File: config.mk
export PLATFORM = sky130hd
export DESIGN_NAME = mux_select_scanner_flat
export DESIGN_NICKNAME = d
export VERILOG_FILES = /design/src/rtl/mux_select_scanner_if.sv /design/src/rtl/mux_select_scanner.sv /design/src/flat_wrapper.sv
export SDC_FILE = /design/constraint.sdc
export NUM_CORES = 1
export LEC_CHECK = 0
export CAP_MARGIN = 10
export CELL_PAD_IN_SITES_DETAIL_PLACEMENT = 0
export CELL_PAD_IN_SITES_GLOBAL_PLACEMENT = 2
export CORE_ASPECT_RATIO = 1.2
export CORE_MARGIN = 1.5
export CORE_UTILIZATION = 32
export CTS_BUF_LIST = sky130_fd_sc_hd__clkbuf_4 sky130_fd_sc_hd__clkbuf_8
export DETAILED_ROUTE_END_ITERATION = 10
export MAX_ROUTING_LAYER = met4
export PLACE_DENSITY_LB_ADDON = 0.1
export SYNTH_ARGS = -nofsm -noshare
export SYNTH_HDL_FRONTEND = slang
export SYNTH_SLANG_ARGS = --single-unit
File: constraint.sdc
create_clock -name clk -period 2 [get_ports clk]
set_input_delay 0.5 -clock clk [delete_from_list [all_inputs] [get_ports clk]]
set_output_delay 0.5 -clock clk [all_outputs]
set_load 0.01 [all_outputs]
File: src/rtl/mux_select_scanner_if.sv
// Handshake and mux-facing signals of the 4-to-1 mux select scanner.
// master = controlling logic plus the mux itself, slave = the scanner.
interface mux_select_scanner_if;
    logic       start;
    logic       abort;
    logic [3:0] chan_mask;
    logic       q_in;
    logic       s1;
    logic       s0;
    logic       busy;
    logic       sample_valid;
    logic [1:0] sample_idx;
    logic [3:0] snapshot;
    logic       scan_done;

    modport master (
        output start, abort, chan_mask, q_in,
        input  s1, s0, busy, sample_valid, sample_idx, snapshot, scan_done
    );

    modport slave (
        input  start, abort, chan_mask, q_in,
        output s1, s0, busy, sample_valid, sample_idx, snapshot, scan_done
    );
endinterface

File: src/rtl/mux_select_scanner.sv
// Steps the mux selects through the enabled channels, holding each for DWELL cycles and sampling Q.
// Optional macro CONTINUOUS_SCAN_EN: wrap back to the lowest channel after each pass instead of idling.
module mux_select_scanner #(
    parameter int DWELL = 4,
    parameter int CNT_W = 8
) (
    input  logic                 clk,
    input  logic                 rst,
    mux_select_scanner_if.slave  bus
);

    typedef enum logic {IDLE, SCAN} state_t;

    localparam logic [CNT_W-1:0] RELOAD = CNT_W'(DWELL - 1);

    function automatic logic [1:0] lowest_chan(input logic [3:0] m);
        logic [1:0] idx;
        idx = 2'd0;
        for (int i = 3; i >= 0; i--) begin
            if (m[i]) idx = 2'(i);
        end
        return idx;
    endfunction

    // Returns {found, idx} of the lowest enabled channel strictly above cur.
    function automatic logic [2:0] next_chan(input logic [3:0] m, input logic [1:0] cur);
        logic [2:0] r;
        r = 3'd0;
        for (int i = 3; i >= 0; i--) begin
            if (m[i] && (2'(i) > cur)) r = {1'b1, 2'(i)};
        end
        return r;
    endfunction

    state_t           state_q, state_d;
    logic [1:0]       sel_q, sel_d;
    logic [CNT_W-1:0] cnt_q, cnt_d;
    logic [3:0]       mask_q, mask_d;
    logic [3:0]       snapshot_q, snapshot_d;
    logic [1:0]       sample_idx_q, sample_idx_d;
    logic             sample_valid_q, sample_valid_d;
    logic             scan_done_q, scan_done_d;
    logic             busy_q, busy_d;
    logic [2:0]       nxt;

    always_comb begin
        state_d        = state_q;
        sel_d          = sel_q;
        cnt_d          = cnt_q;
        mask_d         = mask_q;
        snapshot_d     = snapshot_q;
        sample_idx_d   = sample_idx_q;
        sample_valid_d = 1'b0;
        scan_done_d    = 1'b0;
        busy_d         = busy_q;
        nxt            = next_chan(mask_q, sel_q);

        case (state_q)
            IDLE: begin
                if (bus.start && !bus.abort && (bus.chan_mask != 4'd0)) begin
                    state_d    = SCAN;
                    mask_d     = bus.chan_mask;
                    snapshot_d = 4'd0;
                    sel_d      = lowest_chan(bus.chan_mask);
                    cnt_d      = RELOAD;
                    busy_d     = 1'b1;
                end
            end
            SCAN: begin
                if (bus.abort) begin
                    state_d = IDLE;
                    sel_d   = 2'd0;
                    busy_d  = 1'b0;
                end else if (cnt_q != '0) begin
                    cnt_d = cnt_q - CNT_W'(1);
                end else begin
                    snapshot_d[sel_q] = bus.q_in;
                    sample_idx_d      = sel_q;
                    sample_valid_d    = 1'b1;
                    if (nxt[2]) begin
                        sel_d = nxt[1:0];
                        cnt_d = RELOAD;
                    end else begin
                        scan_done_d = 1'b1;
`ifdef CONTINUOUS_SCAN_EN
                        sel_d = lowest_chan(mask_q);
                        cnt_d = RELOAD;
`else
                        state_d = IDLE;
                        sel_d   = 2'd0;
                        busy_d  = 1'b0;
`endif
                    end
                end
            end
            default: state_d = IDLE;
        endcase
    end

    always_ff @(posedge clk) begin
        if (rst) begin
            state_q        <= IDLE;
            sel_q          <= 2'd0;
            cnt_q          <= '0;
            mask_q         <= 4'd0;
            snapshot_q     <= 4'd0;
            sample_idx_q   <= 2'd0;
            sample_valid_q <= 1'b0;
            scan_done_q    <= 1'b0;
            busy_q         <= 1'b0;
        end else begin
            state_q        <= state_d;
            sel_q          <= sel_d;
            cnt_q          <= cnt_d;
            mask_q         <= mask_d;
            snapshot_q     <= snapshot_d;
            sample_idx_q   <= sample_idx_d;
            sample_valid_q <= sample_valid_d;
            scan_done_q    <= scan_done_d;
            busy_q         <= busy_d;
        end
    end

    assign bus.s1           = sel_q[1];
    assign bus.s0           = sel_q[0];
    assign bus.busy         = busy_q;
    assign bus.sample_valid = sample_valid_q;
    assign bus.sample_idx   = sample_idx_q;
    assign bus.snapshot     = snapshot_q;
    assign bus.scan_done    = scan_done_q;

endmodule
File: src/flat_wrapper.sv
// flat-port wrapper written by rule: the top's interface ports become plain ports
module mux_select_scanner_flat 
#(
    parameter int DWELL = 4,
    parameter int CNT_W = 8
)
  (clk, rst, bus_start, bus_abort, bus_chan_mask, bus_q_in, bus_s1, bus_s0, bus_busy, bus_sample_valid, bus_sample_idx, bus_snapshot, bus_scan_done);
  mux_select_scanner_if bus_i ();
  input  logic clk;
  input  logic rst;
  input wire logic [$bits(bus_i.start)-1:0] bus_start;
  input wire logic [$bits(bus_i.abort)-1:0] bus_abort;
  input wire logic [$bits(bus_i.chan_mask)-1:0] bus_chan_mask;
  input wire logic [$bits(bus_i.q_in)-1:0] bus_q_in;
  output wire logic [$bits(bus_i.s1)-1:0] bus_s1;
  output wire logic [$bits(bus_i.s0)-1:0] bus_s0;
  output wire logic [$bits(bus_i.busy)-1:0] bus_busy;
  output wire logic [$bits(bus_i.sample_valid)-1:0] bus_sample_valid;
  output wire logic [$bits(bus_i.sample_idx)-1:0] bus_sample_idx;
  output wire logic [$bits(bus_i.snapshot)-1:0] bus_snapshot;
  output wire logic [$bits(bus_i.scan_done)-1:0] bus_scan_done;
  assign bus_i.start = bus_start;
  assign bus_i.abort = bus_abort;
  assign bus_i.chan_mask = bus_chan_mask;
  assign bus_i.q_in = bus_q_in;
  assign bus_s1 = bus_i.s1;
  assign bus_s0 = bus_i.s0;
  assign bus_busy = bus_i.busy;
  assign bus_sample_valid = bus_i.sample_valid;
  assign bus_sample_idx = bus_i.sample_idx;
  assign bus_snapshot = bus_i.snapshot;
  assign bus_scan_done = bus_i.scan_done;
  mux_select_scanner #(.DWELL(DWELL), .CNT_W(CNT_W)) u_core (.clk(clk), .rst(rst), .bus(bus_i));
endmodule
Word-level counts from Yosys, hierarchy flattened
Cells that the tools add are included.
{"block": "totals", "register_bits": 24}
{"block": "op_classes", "mux": 37, "n_bitwise": 3, "addsub": 1, "reduce_logical": 18, "eq_ne": 6, "magnitude_cmp": 6}
{"cell": "$mux W8", "n": 4}
{"cell": "$mux W2", "n": 8}
{"cell": "$pmux W8 S2", "n": 1}
{"cell": "$mux W3", "n": 4}
{"cell": "$mux W4", "n": 3}
{"cell": "$reduce_and A3 Y1", "n": 4}
{"cell": "$mux W1", "n": 11}
{"cell": "$ne A3 B3 Y1 const B", "n": 3}
{"cell": "$pmux W4 S2", "n": 1}
{"cell": "$reduce_bool A8 Y1", "n": 1}
{"cell": "$sub A8 B1 Y8 const B", "n": 1}
{"cell": "$logic_and A1 B1 Y1", "n": 7}
{"cell": "$bwmux W4", "n": 1}
{"cell": "$gt A1 B2 Y1 const A", "n": 2}
{"cell": "$gt A2 B2 Y1 const A", "n": 2}
{"cell": "$ne A2 B2 Y1 const B", "n": 2}
{"cell": "$pmux W1 S2", "n": 2}
{"cell": "$pmux W2 S2", "n": 1}
{"cell": "$reduce_and A2 Y1", "n": 2}
{"cell": "$reduce_bool A4 Y1", "n": 1}
{"cell": "$reduce_or A4 Y1", "n": 1}
{"cell": "$lt A2 B3 Y1 const B", "n": 1}
{"cell": "$not A1 Y1", "n": 3}
{"cell": "$reduce_or A3 Y1", "n": 1}
{"cell": "other kinds (4)", "n": 4}

Longest topological paths before layout
Gate-level depths: netlist of run 1.
{"block": "logic_depth", "depth_word": 10, "mapped_depth": 6}

Worst setup path after synthesis of run 1
Ideal clock, no wire load.
{"block": "synth_path", "kind": "register -> register", "from": "register u_core.cnt_q[0]", "to": "register u_core.snapshot_q[2], in the netlist u_core.bus.snapshot[2]", "stages_incl_launch_ff": 7, "synth_period_minus_slack_ns": 1.749, "slack_ns": 0.251, "arrival_ns": 1.675, "path_buffers": 0, "required_ns": 1.926, "cell_sequence": "dfxtp_1 > inv_1 > ha_1 > nor4b_4 > nand3_4 > or4_1 > a31oi_1"}
{"block": "synth_via", "elab_chain_cells": 3}
{"element": "start: declaration", "line": "mux_select_scanner.sv:37", "text": "logic [CNT_W-1:0] cnt_q, cnt_d;"}
{"element": "start signal: assignment", "line": "mux_select_scanner.sv:114", "text": "cnt_q <= cnt_d;"}
{"element": "$reduce_bool A8 Y1", "line": "mux_select_scanner.sv:74", "text": "end else if (cnt_q != '0) begin"}
{"element": "$ne A2 B2 Y1 (no source line)"}
{"element": "$reduce_and A3 Y1 (no source line)"}
{"element": "end signal: assignment", "line": "mux_select_scanner.sv:116", "text": "snapshot_q <= snapshot_d;"}
{"element": "end: declaration", "line": "mux_select_scanner.sv:39", "text": "logic [3:0] snapshot_q, snapshot_d;"}
No other way between the ends.
A chain may end at the register's enable or synchronous reset.

Final worst setup path of run 1
{"block": "layout_path", "from": "input port bus_chan_mask[1]", "to": "register u_core.sel_q[0]"}
{"block": "layout_via", "elab_chain_cells": 4, "elab_cells_between_ends": 8, "classes_between": "1 x eq/ne; 4 x mux; 3 x reduce/logical"}
{"element": "start: declaration", "line": "flat_wrapper.sv:13", "text": "input wire logic [$bits(bus_i.chan_mask)-1:0] bus_chan_mask;"}
{"element": "$mux W2 / $reduce_bool A4 Y1 (equally long branches)", "line": "mux_select_scanner.sv:20, mux_select_scanner.sv:60"}
{"element": "$mux W2 / $logic_and A1 B1 Y1 (equally long branches)", "line": "mux_select_scanner.sv:20, mux_select_scanner.sv:60"}
{"element": "$mux W2 / $ne A2 B1 Y1 (equally long branches)"}
{"element": "$pmux W2 S2 / $reduce_and A2 Y1 (equally long branches)"}
{"element": "end signal: assignment", "line": "mux_select_scanner.sv:113", "text": "sel_q <= sel_d;"}
{"element": "end: declaration", "line": "mux_select_scanner.sv:36", "text": "logic [1:0] sel_q, sel_d;"}
Parallel ways exist; a longest one is shown, timed or not. The select of a mux whose other input is x is not followed.

==> results of run 1 <==
## cell usage in the layout, fill, tap and decap left out, drive strengths merged, types with 2 or more instances in the layout
cell            n
buf            27
dfxtp          23
clkdlybuf4s50  19
a21oi          14
nor2           12
inv            10
o21ai          10
or3             5
nand3           5
nand4           4
nand2           4
o211ai          4
a31oi           4
nor3            4
nor2b           3
a22oi           3
a311oi          3
a211oi          3
clkbuf          3
or4             3
mux2i           2
nand2b          2
nand3b          2
and3            2
ha              2
## per-layer routing
| metal | share of wire (%) | GRT usage (%) | vias to the layer above | wire length [microns] |
|---|---|---|---|---|
| met5 | 0 | - | - | 0 |
| met1 | 45 | 22.1 | 617 | 1570 |
| met4 | 0.60 | 4.44 | 0 | 21 |
| li1 | - | - | 631 | - |
| met3 | 2.7 | 2.19 | 2 | 96 |
| met2 | 52 | 30.8 | 27 | 1830 |
## sequential cells by signal (all words and copies together), names as in the netlist
| name | flops |
|---|---|
| u_core.bus.snapshot | 4 |
| u_core.bus.scan_done | 1 |
| u_core.cnt_q | 8 |
| u_core.state_q | 1 |
| u_core.bus.sample_idx | 2 |
| u_core.bus.busy | 1 |
| u_core.bus.sample_valid | 1 |
| u_core.sel_q | 2 |
| u_core.mask_q | 3 |
## how the worst max path moves through the flow
stage          slack (ns)        startpoint                     end  cells after the start
2_1_floorplan        0.25   u_core.cnt_q[0]  u_core.bus.snapshot[2]                      6
3_3_place_gp        -0.19  bus_chan_mask[1]         u_core.sel_q[0]                      5
3_5_place_dp        -0.23  bus_chan_mask[1]         u_core.sel_q[0]                      5
4_1_cts              0.03   u_core.cnt_q[0]         u_core.cnt_q[5]                      6
5_1_grt             0.008  bus_chan_mask[2]         u_core.sel_q[0]                      5
6_report             0.06  bus_chan_mask[1]         u_core.sel_q[0]                      5
## where the power goes
part	total, uW	internal (uW)	switching [uW]
registers	496	475	20.2
logic	242	118	124
clock network	306	139	166
## final cells by class
class                   instances  area [sq um]  area share, %
multi-input cells             104           698           41.1
inverters                      10          37.5           2.21
flip-flops and latches         23           460           27.1
well taps                      52          65.1           3.83
clock inverters                 1          5.00          0.294
repair buffers                 46           393           23.1
clock buffers                   3          41.3           2.43
## cell families after synthesis
group	synth area share (%)
simple gates	27.0
buf+inv	5.51
compound gates	26.2
flops	37.6
mux	1.63
fa+ha+maj	2.04
## tightest hold or removal path, delay by kind of cell (launching register included)
kind,cells,cell delay [ns]
AO/OA/AOI/OAI,1,0.05
flip-flops,1,0.32
AND/OR/NAND/NOR,1,0.05
## timing repair
action,in CTS,in global routing
setup buffers,0,1
hold buffers,0,0
endpoints found under the setup margin,0,1
## per-stage QoR
step | instance area, sq um | hold WS (ns) | setup slack, ns | std cells
detailed placement | 1650 | 0.451 | -0.232 | 234
global placement | 1650 | 0.447 | -0.191 | 234
global route | 1700 | 0.499 | 0.00824 | 239
finish | 1700 | 0.467 | 0.0558 | 239
floorplan | 1230 | 0.481 | 0.251 | 144
CTS | 1690 | 0.467 | 0.0320 | 238
==> flow_summary.ini, run 1 <==
[sta]
fmax_ghz = 0.514
worst_slew_pin_slew_ns = 0.423
period_needed_ns = 1.94
period_share_pct = 97.2
hold_viol = 0
fin_skew_ns = 0.00144
finalSetupTns_ns = 0
setup_viol_count_final = 0
slew_headroom_pct = 71.6
finalMaxSlewViolations = 0
rsz0062_at_grt = false

[clock_tree]
h-tree-depth = 1
clkTransAtPathRegs_ns = 0.09
cts_root_buf = clkbuf_8
numCtsBuffers = 3
clockBufferDepth = 2
cts_tree = yes
worstSkewPairLatency_ns = 0.27
numClockSinks = 23
postCtsResizedCells = 0

[critical_path]
reg2reg_from = u_core.cnt_q[0]
end_kind = flip-flop
crit_path_start_kind = primary input
crit_family = simple AND/OR/NAND/NOR gates
max_stage_delay_ns = 0.56
timing.rr.end = u_core.cnt_q[1]
cp.required_ns = 2.18
path_buf_inv = 1
arrival_ns = 2.13
reg2reg_setup_slack_ns = 0.13
critical_path_class = in2reg
cp_cell_sequence = clkdlybuf4s50_1 -> or4_4 -> a31o_2 -> and2_1 -> a311oi_1
slowest_stage = or4_4
path_max_fanout = 4
reg2reg_depth = 7

[route]
dr.pass1.iters = 4
routedWlPerCell_microns = 14.7
totalWireLength_microns = 3520
drt_iter0_markers = 79
vias_per_cell = 5.34
ant_nets = 0
drcViolationCount = 0
num_vias = 1277

[worst_hold_path]
hp-start = u_core.bus.sample_idx[0]
hold_path_end = u_core.bus.sample_idx[0]
hold_class = reg2reg
hold_depth = 2

[pwr]
finalPower_uw = 1040
p_leak_uw = 0.000614
ir_worst_vdd_mv = 0.252
power.density_nw_per_um2 = 613

[floorplan]
rows = 24
io_pins = 20
die_w_microns = 59.5
initial_utilization_pct = 33.5
die_area_sq_um = 4210
core_region_area_sq_um = 3660
die_h_microns = 70.8

[logic_synthesis]
netlist_instances = 144
syn_area_sq_um = 1230
synth_edf_count = 0
ys_ff_latch = 23
syn_nets = 155
avgSynthCellArea_sq_um = 8.52
synth_warnings = 0
synth.yosys.seq_area_share_pct = 37.6
synth.area.top_cells = dfxtp_1 (38%), a21oi_1 (5.7%), o21ai_0 (3.7%)
synthFlopType = dfxtp_1
async_flop_share_pct = 0
synth.distinct_cells = 42
synthTopCellsByCount = dfxtp_1 (23), a21oi_1 (14), nor2_1 (12), inv_1 (10), o21ai_0 (9)
yosysMostFrequentCell = dfxtp_1
synth_top_area_share_pct = 37.6
synth_top_area_cell = dfxtp_1

[placement]
routabilityCongestion = 0.829
dp_hpwl_microns = 2680
io_buffers = 19

[grt]
grt_pass1_wl_microns = 5710
grt_max_degree = 15
antenna_found_initial = 0
overflow = 0
gr-usage-all-layers_pct = 18.0
grt_pass1_vias = 1217

[layout]
post-route-util_pct = 46.4
fillers = 389
area_growth_pct = 38.7
diodes = 0
fin_nets = 199
drive_above_1_share_pct = 21.4

[run]
cap_violations = 0

[status]
status = finished, final reports clean
No activity file was read; power rests on OpenSTA's default activity.
==> run 2: changes to the inputs <==
--- a/config.mk
+++ b/config.mk
@@ -11,10 +11,12 @@
 export CORE_ASPECT_RATIO = 1.2
 export CORE_MARGIN = 1.5
 export CORE_UTILIZATION = 32
-export CTS_BUF_LIST = sky130_fd_sc_hd__clkbuf_4 sky130_fd_sc_hd__clkbuf_8
+export CTS_BUF_LIST = sky130_fd_sc_hd__clkbuf_8
 export DETAILED_ROUTE_END_ITERATION = 10
 export MAX_ROUTING_LAYER = met4
 export PLACE_DENSITY_LB_ADDON = 0.1
+export SETUP_SLACK_MARGIN = 0.15
 export SYNTH_ARGS = -nofsm -noshare
 export SYNTH_HDL_FRONTEND = slang
 export SYNTH_SLANG_ARGS = --single-unit
+export TNS_END_PERCENT = 30
==> run 2 against run 1 <==
Die area unchanged; global-route usage increased by 0.56 points; non-clock buffer count increased by 2; sequential cell count unchanged; highest routed layer unchanged; cell count increased by 0.84%; combinational power increased by 5%; utilization increased by 1.2 points; total power increased by 1.6%; hold slack about the same; via count decreased by 0.55%; sequential share of layout area decreased by 0.56 points; count of clock-buffer cells in the layout unchanged.
==> flow_summary.ini, run 2 (same netlist as run 1, synthesis figures left out) <==
[route]
routedWlPerCell_microns = 15.1
drcViolationCount = 0
vias_per_cell = 5.27
drt_iter0_markers = 76
dr.pass1.iters = 5
ant_nets = 0
num_vias = 1270
totalWireLength_microns = 3650

[critical_path]
reg2reg_depth = 7
cp_cell_sequence = clkdlybuf4s50_1 -> or4_4 -> a31o_4 -> and2_4 -> a311oi_2
endpoint = u_core.sel_q[0]
end_kind = flip-flop
reg2reg_setup_slack_ns = 0.25
startpoint = bus_chan_mask[0]
max_stage_delay_ns = 0.46
arrival_ns = 2.01
timing.rr.end = u_core.sel_q[0]
slowest_stage = or4_4
critical_path_class = in2reg
path_max_fanout = 4
crit_path_start_kind = primary input
reg2reg_from = u_core.cnt_q[0]
cp.required_ns = 2.19

[pwr]
power.density_nw_per_um2 = 607
ir_worst_vdd_mv = 0.251
p_leak_uw = 0.000637

[grt]
antenna_found_initial = 0
grt_pass1_vias = 1271
overflow = 0
gr-usage-all-layers_pct = 18.6
grt_max_degree = 15
grt_pass1_wl_microns = 5910

[sta]
slew_headroom_pct = 71.3
period_needed_ns = 1.82
fmax_ghz = 0.549
fin_skew_ns = 0.00428
setup_viol_count_final = 0
finalMaxSlewViolations = 0
whs_ns = 0.467
fin_ws_ns = 0.180
rsz0062_at_grt = true
hold_viol = 0
period_share_pct = 91.0
worst_slew_pin_slew_ns = 0.427

[clock_tree]
h-tree-depth = 1
numClockSinks = 23
clockBufferDepth = 2
numCtsBuffers = 3
cts_tree = yes
worstSkewPairLatency_ns = 0.27
cts_root_buf = clkbuf_8
clkTransAtPathRegs_ns = 0.09

[layout]
drive_above_1_share_pct = 25.9
regMostFlops = u_core.cnt_q
layout_commonest_cell = buf_4
fillers = 384
diodes = 0
fin_nets = 201
layout_common_cells = buf_4 (29), dfxtp_1 (21), clkdlybuf4s50_1 (15), a21oi_1 (14), nor2_1 (12)
largest_register_ffs = 8
design_area_sq_um = 1750
area_growth_pct = 42.3

[placement]
place_ws_ns = -0.232
io_buffers = 19
dp_hpwl_microns = 2680
routabilityCongestion = 0.829
dpl_cell_area_sq_um = 1650

[floorplan]
rows = 24
die_h_microns = 70.8
core_region_area_sq_um = 3660
io_pins = 20
initial_utilization_pct = 33.5
die_area_sq_um = 4210
die_w_microns = 59.5

[run]
cap_violations = 0

[status]
status = finished, final reports clean

[worst_hold_path]
hold_class = reg2reg
## run 2: stage by stage
| stage | std cells | utilization, % | total power, uW | TNS (ns) |
|---|---|---|---|---|
| finish | 241 | 47.6 | 1060 | 0 |
| floorplan | 144 | - | 637 | 0 |
| global route | 241 | 47.6 | 1110 | 0 |
| global placement | 234 | 44.9 | 745 | -1.80 |
| detailed placement | 234 | 44.9 | 744 | -2.14 |
| CTS | 240 | 47.1 | 1060 | 0 |
## run 2: cell type report
type                       count  area [sq um]  share of cell area, %
inverter                      10          40.0                   2.29
sequential                    23           463                   26.5
multi-input combinational    104           728                   41.7
clock inverter                 1          5.00                  0.287
tap                           52          65.1                   3.73
clock buffer                   3          41.3                   2.37
timing repair buffer          48           403                   23.1
## run 2: worst min-delay path by stage
stage | depth (start not counted) | start | end
2_1_floorplan | 2 | u_core.bus.sample_idx[0] | u_core.bus.sample_idx[0]
3_3_place_gp | 2 | u_core.bus.sample_idx[0] | u_core.bus.sample_idx[0]
3_5_place_dp | 2 | u_core.bus.sample_idx[0] | u_core.bus.sample_idx[0]
4_1_cts | 2 | u_core.bus.sample_idx[0] | u_core.bus.sample_idx[0]
5_1_grt | 2 | u_core.bus.sample_idx[0] | u_core.bus.sample_idx[0]
6_report | 2 | u_core.bus.sample_idx[0] | u_core.bus.sample_idx[0]
## run 2: routing by layer
metal  track usage (%)  share of wire (%)
met3              2.19                2.4
met4              4.44               0.58
met5                 -                  0
met1              22.6                 45
met2              32.1                 52
## run 2: worst max-delay path, delay by kind of cell
family / cells / cell delay [ns]
and+or+nand+nor: 2 / 0.62
AOI/OAI and AO/OA: 2 / 0.47
buffers and inverters: 1 / 0.43
## run 2: repair_timing
item / 4_1_cts / 5_1_grt
gates resized for setup: 10 / 5
setup endpoints to repair: 11 / 9
cloned: 0 / 0
hold buffers: 0 / 0
buffers inserted: 2 / 1
pin swaps: 4 / 5
## run 2: power breakdown
group | internal [uW] | switching, uW
combinational | 124 | 129
clock | 139 | 169
sequential | 476 | 22.1
total | 740 | 320
